### src/rtl/multichannel_pixel_frequency_manager.sv
// rtl/multichannel_pixel_frequency_manager.sv - per-channel pixel sampler and analyzer result dump sequencer
module multichannel_pixel_frequency_manager #(
  parameter int CHANNELS            = 3,
  parameter int DATA_WIDTH          = 8,
  parameter int INDEX_WIDTH         = 11,
  parameter int RESULTS_PER_CHANNEL = 2,
  parameter int HOLD_CYCLES         = 4,
  parameter int REG_WRITE_OP        = 2
) (
  input  logic                                   clock,
  input  logic                                   reset,
  input  logic [DATA_WIDTH-1:0]                  pixel_data,
  input  logic                                   pixel_valid,
  input  logic                                   line_start,
  input  logic [DATA_WIDTH-1:0]                  threshold,
  input  logic [CHANNELS*INDEX_WIDTH-1:0]        pixel_index,
  input  logic                                   start,
  input  logic                                   stop,
  input  logic                                   clear_results,
  input  logic [CHANNELS*RESULTS_PER_CHANNEL*32-1:0] result_values,
  output logic [CHANNELS-1:0]                    sample_bits,
  output logic                                   enable,
  output logic                                   analyzer_clear,
  output logic [1:0]                             register_operation,
  output logic [7:0]                             register_number,
  output logic [31:0]                            register_write,
  output logic                                   irq
);

  localparam int NREG = CHANNELS * RESULTS_PER_CHANNEL;
  localparam int HW   = (HOLD_CYCLES > 1) ? $clog2(HOLD_CYCLES) : 1;

  localparam logic [1:0] S_IDLE = 2'd0;
  localparam logic [1:0] S_RUN  = 2'd1;
  localparam logic [1:0] S_DUMP = 2'd2;
  localparam logic [1:0] S_DONE = 2'd3;

  logic [1:0]             state;
  logic                   start_prev;
  logic                   stop_prev;
  logic                   start_rise;
  logic                   stop_rise;
  logic [INDEX_WIDTH-1:0] line_count;
  logic                   line_over;
  logic [INDEX_WIDTH-1:0] cur_index;
  logic                   index_ok;
  logic [CHANNELS-1:0]    sample_q;
  logic [HW-1:0]          hold_count;
  logic [31:0]            next_word;

  // Registered rising-edge detection of the start/stop levels
  always_ff @(posedge clock) begin
    if (reset) begin
      start_prev <= 1'b0;
      stop_prev  <= 1'b0;
      start_rise <= 1'b0;
      stop_rise  <= 1'b0;
    end else begin
      start_prev <= start;
      stop_prev  <= stop;
      start_rise <= start & ~start_prev;
      stop_rise  <= stop & ~stop_prev;
    end
  end

  // Index of the pixel presented this cycle; once the saturated count has been
  // consumed by one pixel, later pixels of the line carry no valid index
  always_comb begin
    cur_index = line_start ? '0 : line_count;
    index_ok  = line_start | ~line_over;
  end

  // Per-line pixel counter, saturating, running in every state
  always_ff @(posedge clock) begin
    if (reset) begin
      line_count <= '0;
      line_over  <= 1'b0;
    end else if (pixel_valid) begin
      if (line_start) begin
        line_count <= INDEX_WIDTH'(1);
        line_over  <= 1'b0;
      end else if (line_count == {INDEX_WIDTH{1'b1}}) begin
        line_over  <= 1'b1;
      end else begin
        line_count <= line_count + 1'b1;
      end
    end
  end

  // Threshold sampling of each channel's pixel position while running
  always_ff @(posedge clock) begin
    if (reset || state != S_RUN) begin
      sample_q <= '0;
    end else if (pixel_valid && index_ok) begin
      for (int c = 0; c < CHANNELS; c++) begin
        if (cur_index == pixel_index[c*INDEX_WIDTH +: INDEX_WIDTH])
          sample_q[c] <= (pixel_data > threshold);
      end
    end
  end

  // Result word following the one currently being written
  always_comb begin
    next_word = result_values[32*int'(register_number) +: 32];
  end

  // Run control and sequential register dump
  always_ff @(posedge clock) begin
    if (reset) begin
      state              <= S_IDLE;
      analyzer_clear     <= 1'b0;
      register_operation <= 2'd0;
      register_number    <= 8'd0;
      register_write     <= 32'd0;
      hold_count         <= '0;
    end else begin
      analyzer_clear <= 1'b0;
      case (state)
        S_IDLE: begin
          if (start_rise && !stop_rise) begin
            state          <= S_RUN;
            analyzer_clear <= 1'b1;
          end
        end
        S_RUN: begin
          if (stop_rise) begin
            state              <= S_DUMP;
            register_operation <= 2'(REG_WRITE_OP);
            register_number    <= 8'd1;
            register_write     <= result_values[31:0];
            hold_count         <= '0;
          end
        end
        S_DUMP: begin
          if (clear_results) begin
            state              <= S_IDLE;
            register_operation <= 2'd0;
            register_number    <= 8'd0;
            register_write     <= 32'd0;
            hold_count         <= '0;
          end else if (hold_count == HW'(HOLD_CYCLES - 1)) begin
            hold_count <= '0;
            if (register_number == 8'(NREG)) begin
              state              <= S_DONE;
              register_operation <= 2'd0;
              register_number    <= 8'd0;
              register_write     <= 32'd0;
            end else begin
              register_number <= register_number + 8'd1;
              register_write  <= next_word;
            end
          end else begin
            hold_count <= hold_count + 1'b1;
          end
        end
        S_DONE: begin
          if (clear_results || start_rise)
            state <= S_IDLE;
        end
        default: state <= S_IDLE;
      endcase
    end
  end

  assign enable      = (state == S_RUN);
  assign irq         = (state == S_DONE);
  assign sample_bits = enable ? sample_q : '0;

endmodule

### config.mk
export PLATFORM = sky130hd
export DESIGN_NAME = multichannel_pixel_frequency_manager
export DESIGN_NICKNAME = d
export VERILOG_FILES = /design/src/rtl/multichannel_pixel_frequency_manager.sv
export SDC_FILE = /design/constraint.sdc
export NUM_CORES = 1
export LEC_CHECK = 0
export BUFFER_PORTS_ARGS = -buffer_cell sky130_fd_sc_hd__buf_2
export CAP_MARGIN = 30
export CORE_AREA = 3 3 114 116
export CTS_CLUSTER_SIZE = 25
export DETAILED_ROUTE_END_ITERATION = 10
export DIE_AREA = 0 0 117 119
export GPL_ROUTABILITY_DRIVEN = 1
export GPL_TIMING_DRIVEN = 0
export MAX_ROUTING_LAYER = met4
export PLACE_DENSITY = 0.78
export SETUP_SLACK_MARGIN = 0.15
export SLEW_MARGIN = 40
export SYNTH_ARGS = -nofsm -noshare
export SYNTH_HDL_FRONTEND = slang
export SYNTH_SLANG_ARGS = --single-unit
### constraint.sdc
create_clock -name clock -period 7.99 [get_ports clock]
set_input_delay 1.598 -clock clock [delete_from_list [all_inputs] [get_ports clock]]
set_output_delay 1.598 -clock clock [all_outputs]
set_load 0.005 [all_outputs]
==> impl_metrics.toml, run 1 <==
[outcome]
outcome = "completed"

[job]
cap_viol_max_count = 0

[synth]
ys_types = 59
synth_edf_count = 0
synth_area_um2 = 5200
syn_avg_cell_area_um2 = 8.19
ys_seq_area_frac = 0.250
synth_cells = 635
yosys_register_bits = 65
yosysWarnings = 0
synth_ff_type = "dfxtp_1"
async_flop_share = 0
synthesis.nets = 895

[place]
dpl.cell_count = 1075
io_buffers = 293
post-dp-hpwl_um = 15500
gp_congestion = 0.906

[clocking]
cts_buffers = 9
cts.sinks = 65
clock_latency_ns = 0.32
cts.clk_slew.worst_paths_ns = 0.06
htree_levels = 3
ctsResizeCount = 0
cts_tree = "done"
postCtsSetupBuffers = 0
hold_buffers = 0
clk_path_buf_depth = 2
clockRootBuffer = "clkbuf_16"

[power]
ir_drop_mv = 0.109
internal_power_uw = 684
p_sw_uw = 225
power_frac_clock = 0.429
p_sw_frac = 0.247
combinationalPowerShare = 0.201
p_leak_nw = 3.16
total_power_uw = 909
powerDensity_nw_per_um2 = 127
p_seq_frac = 0.370

[sta]
max_slew_margin = 0.521
rsz0062_at_grt = "no"
setup_viol = 0
finalCritPeriodShare = 0.406
hold_viol = 0
holdWs_ns = 0.383
final-max-slew-violation-count = 0
tns_ns = 0
worst_pin_slew_ns = 0.718
final.setup_skew_ns = 0.00574
fin_crit_ns = 3.25
fmax_mhz = 308

[worst_hold_path]
hold_depth = 1
min_to = "start_rise"
hold_path.startpoint = "start_prev"
hold_path_class = "reg2reg"

[setup_path]
reg2reg_to = "register_write[26]"
critical_path_class = "reg2reg"
cp.required_ns = 8.24
critPathLaunchType = "register"
rrSetupSlack_ns = 4.74
arrival_ns = 3.50
r2r.worst_path.cells = 12
crit_fanout = 10
reg2reg_from = "register_number[0]"
end_kind = "register"

[routing]
drc = 0
routed_via_density = 5.55
vias = 6061
ant_nets = 0
post_drt_wl_per_cell_um = 17.2
first_pass_iters = 4
routed_wl_um = 18800
drt_iter0_drc = 415

[die]
dieArea_um2 = 13900
core_area_um2 = 12000
start_util = 0.433
ios = 296
rows = 40
dieWidth_um = 117
die_y_um = 119

[global_routing]
grt_antenna_before_repair = 2
overflow = 0
grt_start_max_net_pins = 11
grt_pass1_vias = 5845
grt_pass1_wl_um = 29000
grtUsageTotal = 0.269

[layout]
layout_commonest_cell = "buf_2"
areaGrowthSynthToFinish_pct = 37.5
mostFrequentLayoutCells = "buf_2 (306), nor2_1 (114), dfxtp_1 (65), a21oi_1 (50), nand2_1 (48)"
multi_input_area_um2 = 3600
fin_cells = 1092
layout-drive-gt1-share = 0.404
nets = 1199
regArea_um2 = 1300
n_fill_cell = 1118
## Yosys cell counts, types with 4 or more instances
cell type	n	area share
a211oi_1	4	0.0058
a21oi_1	50	0.048
a22oi_1	9	0.013
a31oi_1	10	0.012
and2_1	6	0.0072
buf_2	13	0.013
clkbuf_1	28	0.020
dfxtp_1	65	0.25
ha_1	12	0.029
inv_1	21	0.015
mux2i_1	36	0.069
mux4_2	32	0.14
nand2_1	48	0.035
nand2b_1	4	0.0048
nand3_1	6	0.0058
nand4_1	8	0.0096
nor2_1	114	0.082
nor2b_1	11	0.013
nor3_1	14	0.013
nor3_2	20	0.038
nor4bb_1	6	0.012
o21a_1	4	0.0058
o21ai_0	13	0.013
o21ai_1	20	0.019
o2bb2ai_1	8	0.013
o32ai_1	6	0.010
xnor2_1	14	0.024
xor2_1	5	0.0084
## routing by layer
layer / routed length (µm) / up-vias / track usage
li1: - / 2920 / -
met1: 7790 / 2836 / 0.345
met2: 9160 / 272 / 0.432
met3: 1400 / 33 / 0.0534
met4: 477 / 0 / 0.0724
met5: 0 / - / -
## how the worst max path moves through the flow
stage,from,endpoint,depth (start not counted),slack [ns]
global route,register_number[0],register_write[23],12,4.48
finish,register_number[0],register_write[26],12,4.74
floorplan,clear_results,register_write[23],7,5.10
CTS,register_number[0],register_write[23],12,4.72
detailed placement,line_start,sample_q[0],6,4.72
global placement,line_start,sample_q[0],6,4.70
## final cells by class
class                   count  share of cell area
inverters                  21              0.0110
flip-flops and latches     65               0.182
diodes                      2            0.000699
well taps                 147              0.0257
clock buffers              12              0.0358
clock inverters             3             0.00560
repair buffers            293               0.205
plain buffers              48              0.0308
multi-input cells         501               0.504
## worst max-delay path, stage by stage, from the launching register on
cell and delay [ns]:
dfxtp_1 0.40, clkbuf_1 0.26, buf_2 0.42, buf_2 0.41
inv_1 0.11, ha_1 0.22, a311o_1 0.30, or3_1 0.33
buf_4 0.19, buf_6 0.15, o21ai_1 0.16, nor2_1 0.07
nor3_2 0.15
## registers in the layout, summed over array words and instances, names as in the netlist
signal	cells
register_write	32
line_count	11
register_number	8
sample_q	3
hold_count	2
state	2
analyzer_clear	1
line_over	1
register_operation	1
start_prev	1
start_rise	1
stop_prev	1
stop_rise	1
## power groups by stage
stage,logic [mW],registers (mW),clock network (mW)
detailed placement,0.181,0.343,0
global route,0.202,0.337,0.411
finish,0.183,0.336,0.390
global placement,0.178,0.343,0
floorplan,0.0897,0.342,0
CTS,0.182,0.336,0.399
## metrics by stage
step	utilization	cell area (µm²)	worst slack, ns
after floorplan	-	5200	5.10
after global placement	0.571	6850	4.70
after detailed placement	0.571	6850	4.72
after CTS	0.595	7150	4.72
after global routing	0.596	7160	4.48
final	0.596	7160	4.74
## cells by family after synthesis
group                      share of synthesized area
buffers and inverters                         0.0575
adders and majority gates                     0.0289
muxes                                          0.208
other                                       0.000721
and+or+nand+nor                                0.244
AOI/OAI and AO/OA                              0.179
xor gates and xnor gates                      0.0320
DFF                                            0.250
No activity file was read; power rests on OpenSTA's default activity.
==> run 2, diff against run 1 <==
- CORE_AREA: 3 3 114 116 -> 3 3 115 117
- DIE_AREA: 0 0 117 119 -> 0 0 118 120
- PLACE_DENSITY: 0.78 -> 0.77
- clock period: 7.99 -> 3 ns (I/O delays scaled with it)
==> run 2 against run 1 <==
Effect of this change:
- combinational power grew to 2.7 times the previous value
- via count is 0.40% higher
- cell count is 2.5% higher
- flip-flop and latch count stayed put
- total power grew to 2.6 times the previous value
- cell area is 0.38% higher
- sequential power grew to 2.7 times the previous value
- critical endpoint is now register_write[22]
- largest power group unchanged
==> impl_metrics.toml, run 2 (synthesis results as in run 1) <==
[global_routing]
grt_antenna_before_repair = 3
grt_start_max_net_pins = 13
grt_pass1_wl_um = 29400
overflow = 0
grt_pass1_vias = 5818
grtUsageTotal = 0.267

[setup_path]
startpoint = "register_number[0]"
r2r.worst_path.cells = 12
arrival_ns = 2.88
critPathLaunchType = "register"
path_buf_inv = 6
slowest_stage = "dfxtp_2"
path_delay_family = "buffers and inverters"
max_stage_delay_ns = 0.37
reg2reg_to = "register_write[22]"
cp_common_cell = "buf_6"
crit_path_cell_trace = "clkbuf_4, buf_6, buf_6, inv_1, ha_1, a311o_1, or3_1, buf_4, buf_6, o21ai_1, nor2_1, nor3_2"
crit_fanout = 10
cp.required_ns = 3.25
end_kind = "register"
critical_path_class = "reg2reg"
rrSetupSlack_ns = 0.37
reg2reg_from = "register_number[0]"

[layout]
largestRegisters = "register_write (32), line_count (11), register_number (8)"
layout_commonest_cell = "buf_2"
nets = 1199
largest_reg_flops = 32
fin_cells = 1119
final_core_utilization = 0.576
mostFrequentLayoutCells = "buf_2 (304), nor2_1 (114), dfxtp_1 (64), a21oi_1 (50), nand2_1 (48)"
layout-drive-gt1-share = 0.408
design_area_um2 = 7180
regMostFlops = "register_write"
areaGrowthSynthToFinish_pct = 38.0

[sta]
setup_viol = 0
max_slew_margin = 0.512
worst_pin_slew_ns = 0.732
fin_crit_ns = 2.63
setup_ws_ns = 0.372
final-max-slew-violation-count = 0
holdWs_ns = 0.385
final.setup_skew_ns = 0.00853
tns_ns = 0
hold_viol = 0
fmax_mhz = 380
finalCritPeriodShare = 0.876
rsz0062_at_grt = "no"

[die]
core_area_um2 = 12500
dieArea_um2 = 14200
die_y_um = 120
dieWidth_um = 118
ios = 296
rows = 41
start_util = 0.417

[outcome]
outcome = "completed"

[place]
place_area_um2 = 6890
dpl.cell_count = 1100
pre_cts_slack_ns = -0.168
gp_congestion = 0.911
io_buffers = 293
post-dp-hpwl_um = 15400

[power]
p_sw_frac = 0.274
powerDensity_nw_per_um2 = 326
ir_drop_mv = 0.217
p_sw_uw = 640
combinationalPowerShare = 0.209
p_seq_frac = 0.383
power_frac_clock = 0.408
internal_power_mw = 1.70
total_power_mw = 2.34
p_leak_nw = 3.15

[routing]
routed_wl_um = 19000
drt_iter0_drc = 635
post_drt_wl_per_cell_um = 17.0
top_layer = "met4"
first_pass_iters = 7
m1WireLength_um = 7860
ant_nets = 0
wl_met3_um = 1320
vias = 6085
wl_met2_um = 9490
drc = 0
routed_via_density = 5.44

[worst_hold_path]
min_to = "start_rise"
hold_path.startpoint = "start_prev"
hold_depth = 1
hold_path_class = "reg2reg"

[clocking]
clk_path_buf_depth = 2
clockRootBuffer = "clkbuf_16"
cts_buffers = 9
clock_latency_ns = 0.33
cts_tree = "done"
htree_levels = 3
cts.sinks = 65
cts.clk_slew.worst_paths_ns = 0.06
hold_buffers = 0

[job]
cap_viol_max_count = 0
-- run 2: layout make-up --
type / instances / area (µm²)
diodes: 3 / 7.51
inverters: 21 / 78.8
clock buffers: 9 / 225
flip-flops and latches: 65 / 1300
repair buffers: 293 / 1470
plain buffers: 48 / 236
fillers: 1231 / 5280
clock inverters: 7 / 47.5
well taps: 172 / 215
multi-input cells: 501 / 3600
-- run 2: repair_timing --
item,4_1_cts,5_1_grt
resized for setup,4,4
endpoints found under the hold margin,0,0
endpoints found under the setup margin,32,26
setup buffers,0,0
-- run 2: per-layer routing --
layer,GRT usage,vias up
li1,-,2930
met1,0.334,2855
met2,0.444,275
met3,0.0514,25
met4,0.0718,0
met5,-,-
-- run 2: worst reg2reg max path, cell delays in order (launching register included) --
cell and delay [ns]:
dfxtp_2 0.37, clkbuf_4 0.18, buf_6 0.20, buf_6 0.20
inv_1 0.07, ha_1 0.21, a311o_1 0.29, or3_1 0.32
buf_4 0.18, buf_6 0.15, o21ai_1 0.15, nor2_1 0.06
nor3_2 0.17
-- run 2: power by group through the flow --
stage          clock (mW)  combinational [mW]  sequential [mW]
6_report            0.955               0.489            0.895
3_5_place_dp            0               0.483            0.913
2_1_floorplan           0               0.239            0.912
4_1_cts             0.978               0.486            0.894
5_1_grt              1.01               0.542            0.896
3_3_place_gp            0               0.475            0.913
-- run 2: worst max path at each step --
stage / endpoint / cells after the start
2_1_floorplan: register_write[23] / 12
3_3_place_gp: register_write[16] / 12
3_5_place_dp: register_write[16] / 12
4_1_cts: register_write[16] / 12
5_1_grt: register_write[26] / 12
6_report: register_write[22] / 12
==> run 3, diff against run 2 <==
- CORE_AREA: 3 3 115 117 -> 2 2 114 116
- DIE_AREA: 0 0 118 120 -> 0 0 116 118
- SLEW_MARGIN: 40 -> 20
==> run 3 against run 2 <==
Effect of this change:
- combinational power about the same
- cell count down 0.18%
- wire length down 0.33%
- flip-flop and latch count unchanged
- die area down 3.3%
- global-route usage up 1.3 points
- setup slack worse by 0.0015 ns
- clock skew down 0.0024 ns
- via count down 1.0%
- total power up 3.6%
- critical endpoint is now register_write[26]
==> impl_metrics.toml, run 3 (synthesis results as in run 1) <==
[clocking]
cts_tree = "done"
htree_levels = 3
cts_buffers = 9
clock_latency_ns = 0.33
cts.clk_slew.worst_paths_ns = 0.06
cts.sinks = 65
hold_buffers = 0
postCtsSetupBuffers = 0
clockRootBuffer = "clkbuf_16"
clk_path_buf_depth = 2

[routing]
first_pass_iters = 5
drc = 0
routed_via_density = 5.39
post_drt_wl_per_cell_um = 16.9
vias = 6024
drt_iter0_drc = 453
ant_nets = 0
routed_wl_um = 18900

[setup_path]
slowest_stage = "dfxtp_2"
r2r.worst_path.cells = 12
reg2reg_to = "register_write[26]"
end_kind = "register"
rrSetupSlack_ns = 0.37
critical_path_class = "reg2reg"
critPathLaunchType = "register"
reg2reg_from = "register_number[0]"
cp.required_ns = 3.25
max_stage_delay_ns = 0.35
crit_fanout = 10
arrival_ns = 2.88
crit_path_cell_trace = "buf_4, buf_12, buf_6, inv_1, ha_1, a311o_1, or3_1, buf_4, buf_6, o21ai_1, nor2_1, nor3_2"
path_delay_family = "buffers and inverters"
path_buf_inv = 6

[die]
dieWidth_um = 116
rows = 41
start_util = 0.419
dieArea_um2 = 13700
ios = 296
die_y_um = 118
core_area_um2 = 12400

[worst_hold_path]
hold_path_class = "reg2reg"
min_to = "start_rise"
hold_path.startpoint = "start_prev"
hold_depth = 1

[sta]
fmax_mhz = 380
fin_crit_ns = 2.63
hold_viol = 0
setup_ws_ns = 0.370
finalCritPeriodShare = 0.877
rsz0062_at_grt = "no"
final.setup_skew_ns = 0.00609
final-max-slew-violation-count = 0
max_slew_margin = 0.497
setup_viol = 0
worst_pin_slew_ns = 0.755
tns_ns = 0

[global_routing]
grtUsageTotal = 0.280
grt_pass1_wl_um = 29100
grt_antenna_before_repair = 1
overflow = 0
grt_start_max_net_pins = 13
grt_pass1_vias = 5901

[layout]
largest_reg_flops = 32
layout_commonest_cell = "buf_2"
design_area_um2 = 7210
nets = 1199
n_fill_cell = 1226
regMostFlops = "register_write"
mostFrequentLayoutCells = "buf_2 (304), nor2_1 (114), dfxtp_1 (64), a21oi_1 (50), nand2_1 (48)"
layout-drive-gt1-share = 0.407
largestRegisters = "register_write (32), line_count (11), register_number (8)"
areaGrowthSynthToFinish_pct = 38.6

[power]
total_power_mw = 2.42
ir_drop_mv = 0.266
p_leak_nw = 3.16
powerDensity_nw_per_um2 = 336

[place]
io_buffers = 293
place_area_um2 = 6890
post-dp-hpwl_um = 15300
gp_congestion = 0.949
pre_cts_slack_ns = -0.299

[outcome]
outcome = "completed"

[job]
cap_viol_max_count = 0
## run 3: layout make-up
cell class	instances	area [µm²]	area share
Multi-Input combinational cell	501	3600	0.500
Timing Repair Buffer	293	1470	0.203
Sequential cell	65	1300	0.181
Buffer	48	245	0.0340
Clock buffer	10	229	0.0318
Tap cell	172	215	0.0298
Inverter	21	78.8	0.0109
Clock inverter	6	67.6	0.00937
Antenna cell	1	2.50	0.000347
## run 3: through the flow
step | hold slack (ns) | util | cells
finish | 0.383 | 0.581 | 1117
floorplan | 0.367 | - | 635
global placement | 0.372 | 0.555 | 1100
global route | 0.396 | 0.581 | 1117
detailed placement | 0.376 | 0.555 | 1100
CTS | 0.385 | 0.580 | 1116
## run 3: repair_timing
action | 4_1_cts | 5_1_grt
gates resized for setup | 5 | 6
pin swaps | 0 | 0
gates cloned | 0 | 0
endpoints found under the setup margin | 32 | 29
endpoints found under the hold margin | 0 | 0
## run 3: worst register-to-register path: stages (launching register included)
cell     delay, ns
dfxtp_2       0.35
buf_4         0.16
buf_12        0.17
buf_6         0.20
inv_1         0.08
ha_1          0.21
a311o_1       0.30
or3_1         0.34
buf_4         0.19
buf_6         0.15
o21ai_1       0.19
nor2_1        0.08
nor3_2        0.16
## run 3: worst max path at each step
stage / start / to / cells past startpoint
4_1_cts: register_number[0] / register_write[26] / 12
6_report: register_number[0] / register_write[26] / 12
2_1_floorplan: register_number[0] / register_write[23] / 12
3_3_place_gp: register_number[0] / register_write[26] / 12
5_1_grt: register_number[0] / register_write[26] / 12
3_5_place_dp: register_number[0] / register_write[26] / 12
## run 3: metal layers
metal	track usage	vias up	part of all wire
li1	-	2926	-
met1	0.347	2800	0.42
met2	0.458	254	0.49
met3	0.0556	44	0.064
met4	0.0863	0	0.023
met5	-	-	0
## run 3: power by group
part,total (mW),leakage [nW],switching [mW],internal [mW]
combinational,0.488,2.50,0.227,0.261
sequential,0.894,0.527,0.0122,0.882
clock,1.04,0.139,0.395,0.646
